--- src/rtl/display_scan_ctrl.sv ---
// display_scan_ctrl: multiplexes a double-buffered BCD frame onto one shared decoder with guarded one-hot digit enables.
module display_scan_ctrl #(
  parameter int DIGITS       = 4,
  parameter int PRESCALE     = 50000,
  parameter int BLANK_CYCLES = 2
) (
  input  logic                  clk,
  input  logic                  reset,
  input  logic                  load,
  input  logic [4*DIGITS-1:0]   digits_in,
  input  logic [DIGITS-1:0]     blank_in,
  output logic [3:0]            bcd_out,
  output logic [DIGITS-1:0]     digit_en,
  output logic                  pending,
  output logic                  frame_done
);
  localparam int MX = PRESCALE > BLANK_CYCLES ? PRESCALE : BLANK_CYCLES;
  localparam int CW = $clog2(MX) > 0 ? $clog2(MX) : 1;
  localparam int IW = $clog2(DIGITS);
  localparam logic ST_BLANK = 1'b0;
  localparam logic ST_SHOW  = 1'b1;
  localparam logic ST_RST   = BLANK_CYCLES == 0 ? ST_SHOW : ST_BLANK;
  logic                state_q, state_d;
  logic [CW-1:0]       cnt_q, cnt_d;
  logic [IW-1:0]       idx_q, idx_d;
  logic [4*DIGITS-1:0] act_dig_q, act_dig_d, sh_dig_q, sh_dig_d;
  logic [DIGITS-1:0]   act_blk_q, act_blk_d, sh_blk_q, sh_blk_d;
  logic                pending_q, pending_d;
  logic [3:0]          bcd_q, bcd_d;
  logic [DIGITS-1:0]   en_q, en_d;
  logic                fd_q;
  logic                last, commit;
  always_comb begin
    last      = cnt_q == (state_q == ST_SHOW ? CW'(PRESCALE - 1) : CW'(BLANK_CYCLES - 1));
    commit    = state_q == ST_SHOW && last && idx_q == IW'(DIGITS - 1);
    state_d   = last ? (state_q == ST_BLANK ? ST_SHOW : ST_RST) : state_q;
    cnt_d     = last ? '0 : cnt_q + 1'b1;
    idx_d     = (state_q == ST_SHOW && last) ? (idx_q == IW'(DIGITS - 1) ? '0 : idx_q + 1'b1) : idx_q;
    // A load landing on the commit edge bypasses the shadow entirely.
    act_dig_d = commit && load ? digits_in : commit && pending_q ? sh_dig_q : act_dig_q;
    act_blk_d = commit && load ? blank_in  : commit && pending_q ? sh_blk_q : act_blk_q;
    sh_dig_d  = load && !commit ? digits_in : sh_dig_q;
    sh_blk_d  = load && !commit ? blank_in  : sh_blk_q;
    pending_d = commit ? 1'b0 : load ? 1'b1 : pending_q;
    bcd_d     = act_dig_d[{idx_d, 2'b00} +: 4];
    en_d      = (state_d == ST_SHOW && !act_blk_d[idx_d]) ? DIGITS'(1) << idx_d : '0;
  end
  always_ff @(posedge clk) begin
    if (reset) begin
      state_q   <= ST_RST;
      cnt_q     <= '0;
      idx_q     <= '0;
      act_dig_q <= '0;
      act_blk_q <= '0;
      sh_dig_q  <= '0;
      sh_blk_q  <= '0;
      pending_q <= 1'b0;
      bcd_q     <= '0;
      en_q      <= '0;
      fd_q      <= 1'b0;
    end else begin
      state_q   <= state_d;
      cnt_q     <= cnt_d;
      idx_q     <= idx_d;
      act_dig_q <= act_dig_d;
      act_blk_q <= act_blk_d;
      sh_dig_q  <= sh_dig_d;
      sh_blk_q  <= sh_blk_d;
      pending_q <= pending_d;
      bcd_q     <= bcd_d;
      en_q      <= en_d;
      fd_q      <= commit;
    end
  end
  assign bcd_out    = bcd_q;
  assign digit_en   = en_q;
  assign pending    = pending_q;
  assign frame_done = fd_q;
endmodule

--- config.mk ---
export PLATFORM = sky130hd
export DESIGN_NAME = display_scan_ctrl
export DESIGN_NICKNAME = d
export VERILOG_FILES = /design/src/rtl/display_scan_ctrl.sv
export SDC_FILE = /design/constraint.sdc
export NUM_CORES = 1
export LEC_CHECK = 0
export BUFFER_PORTS_ARGS = -buffer_cell sky130_fd_sc_hd__buf_2
export CAP_MARGIN = 25
export CORE_UTILIZATION = 37
export DETAILED_ROUTE_END_ITERATION = 16
export PLACE_DENSITY = 0.53
export REMOVE_ABC_BUFFERS = 1
export SLEW_MARGIN = 20
export SYNTH_ARGS = -nofsm -noshare
export SYNTH_HDL_FRONTEND = slang
export SYNTH_SLANG_ARGS = --single-unit
--- constraint.sdc ---
create_clock -name clk -period 3.1 [get_ports clk]
set_input_delay 0.465 -clock clk [delete_from_list [all_inputs] [get_ports clk]]
set_output_delay 0.465 -clock clk [all_outputs]
set_load 0.02 [all_outputs]
==> results of run 1 <==
worst max path at each step:
stage	start	end
after floorplan	cnt_q[3]	bcd_out[3]
after global placement	cnt_q[14]	bcd_out[3]
after detailed placement	cnt_q[3]	sh_dig_q[0]
after CTS	cnt_q[3]	sh_dig_q[3]
after global routing	cnt_q[3]	sh_dig_q[0]
final	cnt_q[3]	sh_dig_q[5]
worst register-to-register path, delay by kind of cell, from the launching register on:
kind,cells,cell delay [ns]
AND/OR/NAND/NOR,5,1.06
buffers and inverters,2,0.53
adder cells (fa/ha/maj),1,0.50
flip-flops,1,0.35
AO/OA/AOI/OAI,2,0.31
logic make-up (layout without fill, tap and decap cells):
| kind of cell | Yosys count | count (layout) | synth area share |
|---|---|---|---|
| and+or+nand+nor | 192 | 192 | 0.311 |
| AOI/OAI and AO/OA | 87 | 87 | 0.172 |
| DFF | 69 | 69 | 0.418 |
| buffers and inverters | 37 | 67 | 0.0515 |
| xor gates and xnor gates | 11 | 11 | 0.0292 |
| adders and majority gates | 3 | 3 | 0.0114 |
| muxes | 2 | 2 | 0.00644 |
synth_stat cells (2+ instances only):
master	number	share of area
a31oi_1	2	0.0038
dfxtp_1	69	0.42
a22o_1	2	0.0053
a211oi_1	8	0.018
nor3_1	16	0.024
nand3b_1	2	0.0045
nand2b_1	11	0.021
a21oi_1	36	0.055
and3_1	3	0.0057
xor2_1	10	0.027
inv_1	5	0.0057
clkbuf_1	13	0.015
a2111oi_0	2	0.0053
nor3b_1	9	0.020
nand3_1	4	0.0061
or2_2	4	0.0076
o221ai_1	5	0.013
buf_2	16	0.024
nand2_1	50	0.057
nand4b_1	6	0.016
and4_1	3	0.0080
o21bai_1	4	0.0091
nor2_1	39	0.044
nor2b_1	2	0.0038
a32oi_1	2	0.0053
o22ai_1	6	0.011
a221oi_1	4	0.011
or3_1	7	0.013
nand4_1	10	0.019
and4b_1	8	0.024
nor4_1	7	0.013
and2_1	7	0.013
ha_1	3	0.011
o32ai_1	2	0.0053
o21ai_0	7	0.011
state kept, by name, summed over array words and instances (netlist names):
register and cells:
act_blk_q 4, state_q 1, bcd_out 4, frame_done 1
sh_blk_q 4, pending 1, act_dig_q 16, digit_en 4
sh_dig_q 16, idx_q 2, cnt_q 16
power by group through the flow:
stage / sequential [uW] / combinational, uW / clock, uW
after floorplan: 952 / 89.1 / 0
after global placement: 953 / 174 / 0
after detailed placement: 953 / 176 / 0
after CTS: 932 / 177 / 763
after global routing: 936 / 197 / 808
final: 932 / 175 / 751
layer usage:
layer,global-route usage,part of all wire,vias up
met4,0.0723,0.014,0
met5,0,0,-
met3,0.0344,0.035,10
met2,0.314,0.47,55
li1,-,-,1498
met1,0.255,0.48,1372
final cells by class:
class | instances | area share
repair buffers | 46 | 0.0707
flip-flops and latches | 69 | 0.368
inverters | 5 | 0.00500
multi-input cells | 295 | 0.467
well taps | 108 | 0.0360
clock inverters | 6 | 0.0167
clock buffers | 10 | 0.0367
stage by stage:
step	area [um^2]	util	power (uW)	setup slack (ns)
2_1_floorplan	3150	-	1040	-0.0507
3_3_place_gp	3550	0.409	1130	0.437
3_5_place_dp	3550	0.409	1130	0.323
4_1_cts	3750	0.432	1870	0.292
5_1_grt	3750	0.432	1940	0.0106
6_report	3750	0.432	1860	0.270
==> run_results.csv, run 1 <==
group,metric,value,unit
synth,synth.distinct_cells,52,
sta,report.final.hold_viol_count,0,
worst_setup_path,crit_path_end_kind,"flip-flop",
clocking,ctsHoldBuffers,0,
floorplan,dieWidth,96.5,um
worst_setup_path,cp-start-kind,"flip-flop",
synth,synth_ff_type,"dfxtp_1",
placement,placed_cells,523,
sta,fin_crit_sh,0.913,
worst_setup_path,worstPathCellList,"nor4_1 > nand3b_1 > a21oi_2 > ha_1 > nand2_2 > buf_4 > nand2_1 > buf_4 > nand2_1 > a21oi_1",
sta,fin_crit,2.83,ns
run,maxCapViolations,0,
global_route,grt_pass1_vias,2754,
sta,whs,0.363,ns
sta,slew_violations,0,
clocking,cts_tree,"done",
pwr,internal_power,1370,uW
sta,tightest_slew,0.871,ns
clocking,htree_levels,3,
sta,clock_skew,0.00963,ns
pwr,powerDensity,495,nW/um^2
synth,synth_cells,401,
route,vias_per_cell,5.45,
floorplan,die_h,96.5,um
pwr,p_leak,0.00141,uW
synth,avgSynthCellArea,8.23,um^2
worst_setup_path,reg2reg_depth,10,
placement,io_buffers,32,
worst_setup_path,crit_family,"simple AND/OR/NAND/NOR gates",
synth,async_flop_share,0,
final_layout,area_delta_synth_final,13.6,%
clocking,cts.repair.resized,0,
sta,clock.fmax,353,MHz
pwr,p_comb_frac,0.094,
pwr,p_seq_frac,0.501,
final_layout,drive_above_1_share,0.169,
pwr,p_switching,491,uW
synth,yosysWarnings,0,
clocking,cts_sinks,69,
route,detail_route.first_pass.iterations,4,
min_path,min_from,"digits_in[9]",
worst_setup_path,regToRegSetupSlack,0.27,ns
final_layout,seqCellArea,1380,um^2
clocking,clk-insertion-delay-late,0.35,ns
final_layout,final_common_cell,"dfxtp_1",
worst_setup_path,cpPeakStageDelay,0.50,ns
synth,synth-edff-count,0,
final_layout,num-fill-cells,887,
synth,yosysSeqAreaShare,0.418,
worst_setup_path,timing.rr.start,"cnt_q[3]",
final_layout,final_nets,452,
global_route,grt_usage,0.193,
clocking,clock_tree.buffer_depth,2,
worst_setup_path,crit_cells,10,
floorplan,dieArea,9310,um^2
route,drt_iter0_markers,216,
global_route,grt_pass1_wl,13700,um
floorplan,core,8680,um^2
worst_setup_path,worst-path-buf-inv,2,
min_path,worstHoldPathType,"input port to flip-flop",
final_layout,final_cell_mix,"69 x dfxtp_1, 50 x nand2_1, 39 x nor2_1",
pwr,ir_drop,223,uV
route,ant_nets,0,
placement,gp_congestion,0.798,
pwr,swShare,0.265,
synth,synthesis.area,3300,um^2
placement,hpwlAfterDp,5690,um
route,vias,2935,
clocking,cts_root_buf,"clkbuf_8",
floorplan,ios,33,
clocking,post_cts_buffers,0,
min_path,hold-path-endpoint,"sh_dig_q[9]",
floorplan,rows,34,
synth,yosys_register_bits,69,
clocking,cts_buffers,9,
sta,fin_tns_setup,0,ns
route,drc,0,
final_layout,multi_input_area,1750,um^2
floorplan,start_util,0.380,
worst_setup_path,arrival,3.09,ns
global_route,grt_start_max_net_pins,46,
clocking,path_clk_slew,0.08,ns
worst_setup_path,crit_required,3.36,ns
sta,slew_headroom,0.419,
worst_setup_path,regToRegEndpoint,"sh_dig_q[5]",
final_layout,n_antenna_cell,0,
final_layout,fin_cells,539,
status,status,"completed",
global_route,antenna_found_initial,0,
route,wl_per_cell,15.6,um
pwr,clock_power_share,0.404,
sta,finalSetupViolations,0,
global_route,grt_overflow_total,0,
worst_setup_path,crit_fanout,15,
min_path,hold_path_depth,3,
worst_setup_path,path_class,"flip-flop to flip-flop",
route,drt-total-wl,8430,um
sta,rsz0062_at_grt,"no",
worst_setup_path,worst_path_max_delay_cell,"ha_1",
Power figures use the tool's default switching activity.
==> run 2, diff against run 1 <==
- CORE_ASPECT_RATIO: unset -> 0.75
- CORE_MARGIN: unset -> 3
- CORE_UTILIZATION: 37 -> 30
- PLACE_DENSITY: 0.53 -> 0.45
==> run 2 against run 1 <==
Critical path type unchanged. Sequential cell count stayed put. Final cell count is 5.0% higher. Global-route usage is 3.8 points lower. Die area is 32% higher. First-iteration DRC count is 5.6% lower. Largest power group is now clock.
==> run_results.csv, run 2 (synthesis gave the netlist of run 1 again) <==
group,metric,value,unit
status,status,"completed",
pwr,p_seq_frac,0.434,
clocking,cts_tree,"done",
sta,clock_skew,0.00782,ns
route,drt-total-wl,9240,um
worst_setup_path,crit_fanout,27,
floorplan,dieWidth,127,um
pwr,p_leak,0.00146,uW
clocking,clock_tree.buffer_depth,2,
worst_setup_path,crit_required,3.33,ns
min_path,worstHoldPathType,"input port to flip-flop",
global_route,grt_pass1_wl,15100,um
clocking,ctsHoldBuffers,0,
sta,clock.fmax,412,MHz
clocking,clk-insertion-delay-late,0.34,ns
final_layout,fin_cells,566,
route,drt_iter0_markers,204,
sta,fin_tns_setup,0,ns
placement,io_buffers,32,
final_layout,final_cell_mix,"69 x dfxtp_1, 50 x nand2_1, 39 x nor2_1",
final_layout,area_delta_synth_final,17.5,%
worst_setup_path,timing.rr.start,"cnt_q[3]",
sta,rsz0062_at_grt,"no",
sta,whs,0.373,ns
placement,gp_congestion,0.768,
pwr,clock_power_share,0.480,
route,drc,0,
placement,placed_cells,551,
clocking,cts_root_buf,"clkbuf_16",
route,wl_per_cell,16.3,um
sta,slew_violations,0,
pwr,powerDensity,553,nW/um^2
pwr,internal_power,1640,uW
worst_setup_path,crit_path_end_kind,"flip-flop",
pwr,p_switching,504,uW
floorplan,die_h,96.9,um
global_route,grt_pass1_vias,2883,
placement,place_area,3590,um^2
global_route,grt_start_max_net_pins,36,
global_route,grt_usage,0.156,
clocking,cts.repair.resized,0,
final_layout,finish.utilization,0.370,
placement,hpwlAfterDp,6080,um
worst_setup_path,arrival,2.66,ns
sta,tightest_slew,0.978,ns
final_layout,postLayoutCellArea,3880,um^2
clocking,cts_buffers,9,
sta,report.final.hold_viol_count,0,
final_layout,final_common_cell,"dfxtp_1",
route,vias_per_cell,5.29,
global_route,antenna_found_initial,0,
route,vias,2993,
final_layout,top_regs,"act_dig_q: 16 flops, cnt_q: 16 flops, sh_dig_q: 16 flops",
floorplan,start_util,0.315,
clocking,cts_sinks,69,
pwr,p_comb_frac,0.085,
worst_setup_path,startpoint,"cnt_q[3]",
floorplan,ios,33,
floorplan,dieArea,12300,um^2
global_route,grt_overflow_total,0,
worst_setup_path,path_class,"flip-flop to flip-flop",
min_path,min_from,"digits_in[14]",
sta,slew_headroom,0.347,
sta,fin_crit_sh,0.784,
final_layout,drive_above_1_share,0.160,
final_layout,final_nets,452,
pwr,ir_drop,248,uV
pwr,swShare,0.235,
route,detail_route.first_pass.iterations,4,
clocking,post_cts_buffers,0,
run,maxCapViolations,0,
worst_setup_path,cp-start-kind,"flip-flop",
final_layout,n_antenna_cell,0,
route,ant_nets,0,
floorplan,rows,32,
floorplan,core,10500,um^2
sta,fin_crit,2.43,ns
clocking,path_clk_slew,0.06,ns
clocking,htree_levels,3,
sta,finalSetupViolations,0,
run 2: cell types whose count changed in the layout (fill, tap and decap cells not counted):
cell	previous run	this run
clkbuf_8	10	2
clkinv_2	2	0
clkinvlp_4	3	0
clkbuf_1	0	3
clkbuf_16	0	9
run 2: layout make-up:
| class | count | area [um^2] |
|---|---|---|
| Clock buffer | 14 | 264 |
| Clock inverter | 1 | 30.0 |
| Fill cell | 1082 | 6610 |
| Inverter | 5 | 18.8 |
| Multi-Input combinational cell | 295 | 1750 |
| Sequential cell | 69 | 1380 |
| Tap cell | 136 | 170 |
| Timing Repair Buffer | 46 | 265 |
run 2: per-stage QoR:
step,worst slack [ns],power [uW]
after floorplan,-0.0507,1040
after CTS,0.656,2180
after detailed placement,0.668,1140
after global placement,0.645,1140
final,0.670,2150
after global routing,0.348,2240
run 2: worst paths after layout:
path	endpoint	slack (ns)	depth (start not counted)
worst max-delay path	bcd_out[1]	0.67	9
worst min-delay path	sh_dig_q[14]	0.37	3
worst max register to register	bcd_out[1]	0.67	9
worst min register to register	sh_dig_q[6]	0.45	2
run 2: power by group through the flow:
stage / Combinational [uW] / Sequential (uW) / Clock [uW]
6_report: 183 / 932 / 1030
4_1_cts: 185 / 932 / 1060
3_5_place_dp: 184 / 952 / 0
3_3_place_gp: 185 / 951 / 0
2_1_floorplan: 89.1 / 952 / 0
5_1_grt: 206 / 935 / 1100
run 2: layer usage:
| metal | track usage | vias up | share of wire |
|---|---|---|---|
| li1 | - | 1495 | - |
| met1 | 0.228 | 1411 | 0.53 |
| met2 | 0.209 | 72 | 0.39 |
| met3 | 0.0541 | 15 | 0.054 |
| met4 | 0.0544 | 0 | 0.018 |
| met5 | 0 | - | 0 |
run 2: critical path: stages, from the launching register on:
cell and delay, ns:
dfxtp_1 0.34, nor4_1 0.28, nand3b_1 0.12, a21oi_2 0.17
ha_1 0.16, buf_4 0.26, nand4b_1 0.26, o221ai_1 0.35
o22ai_1 0.13, a22o_1 0.24
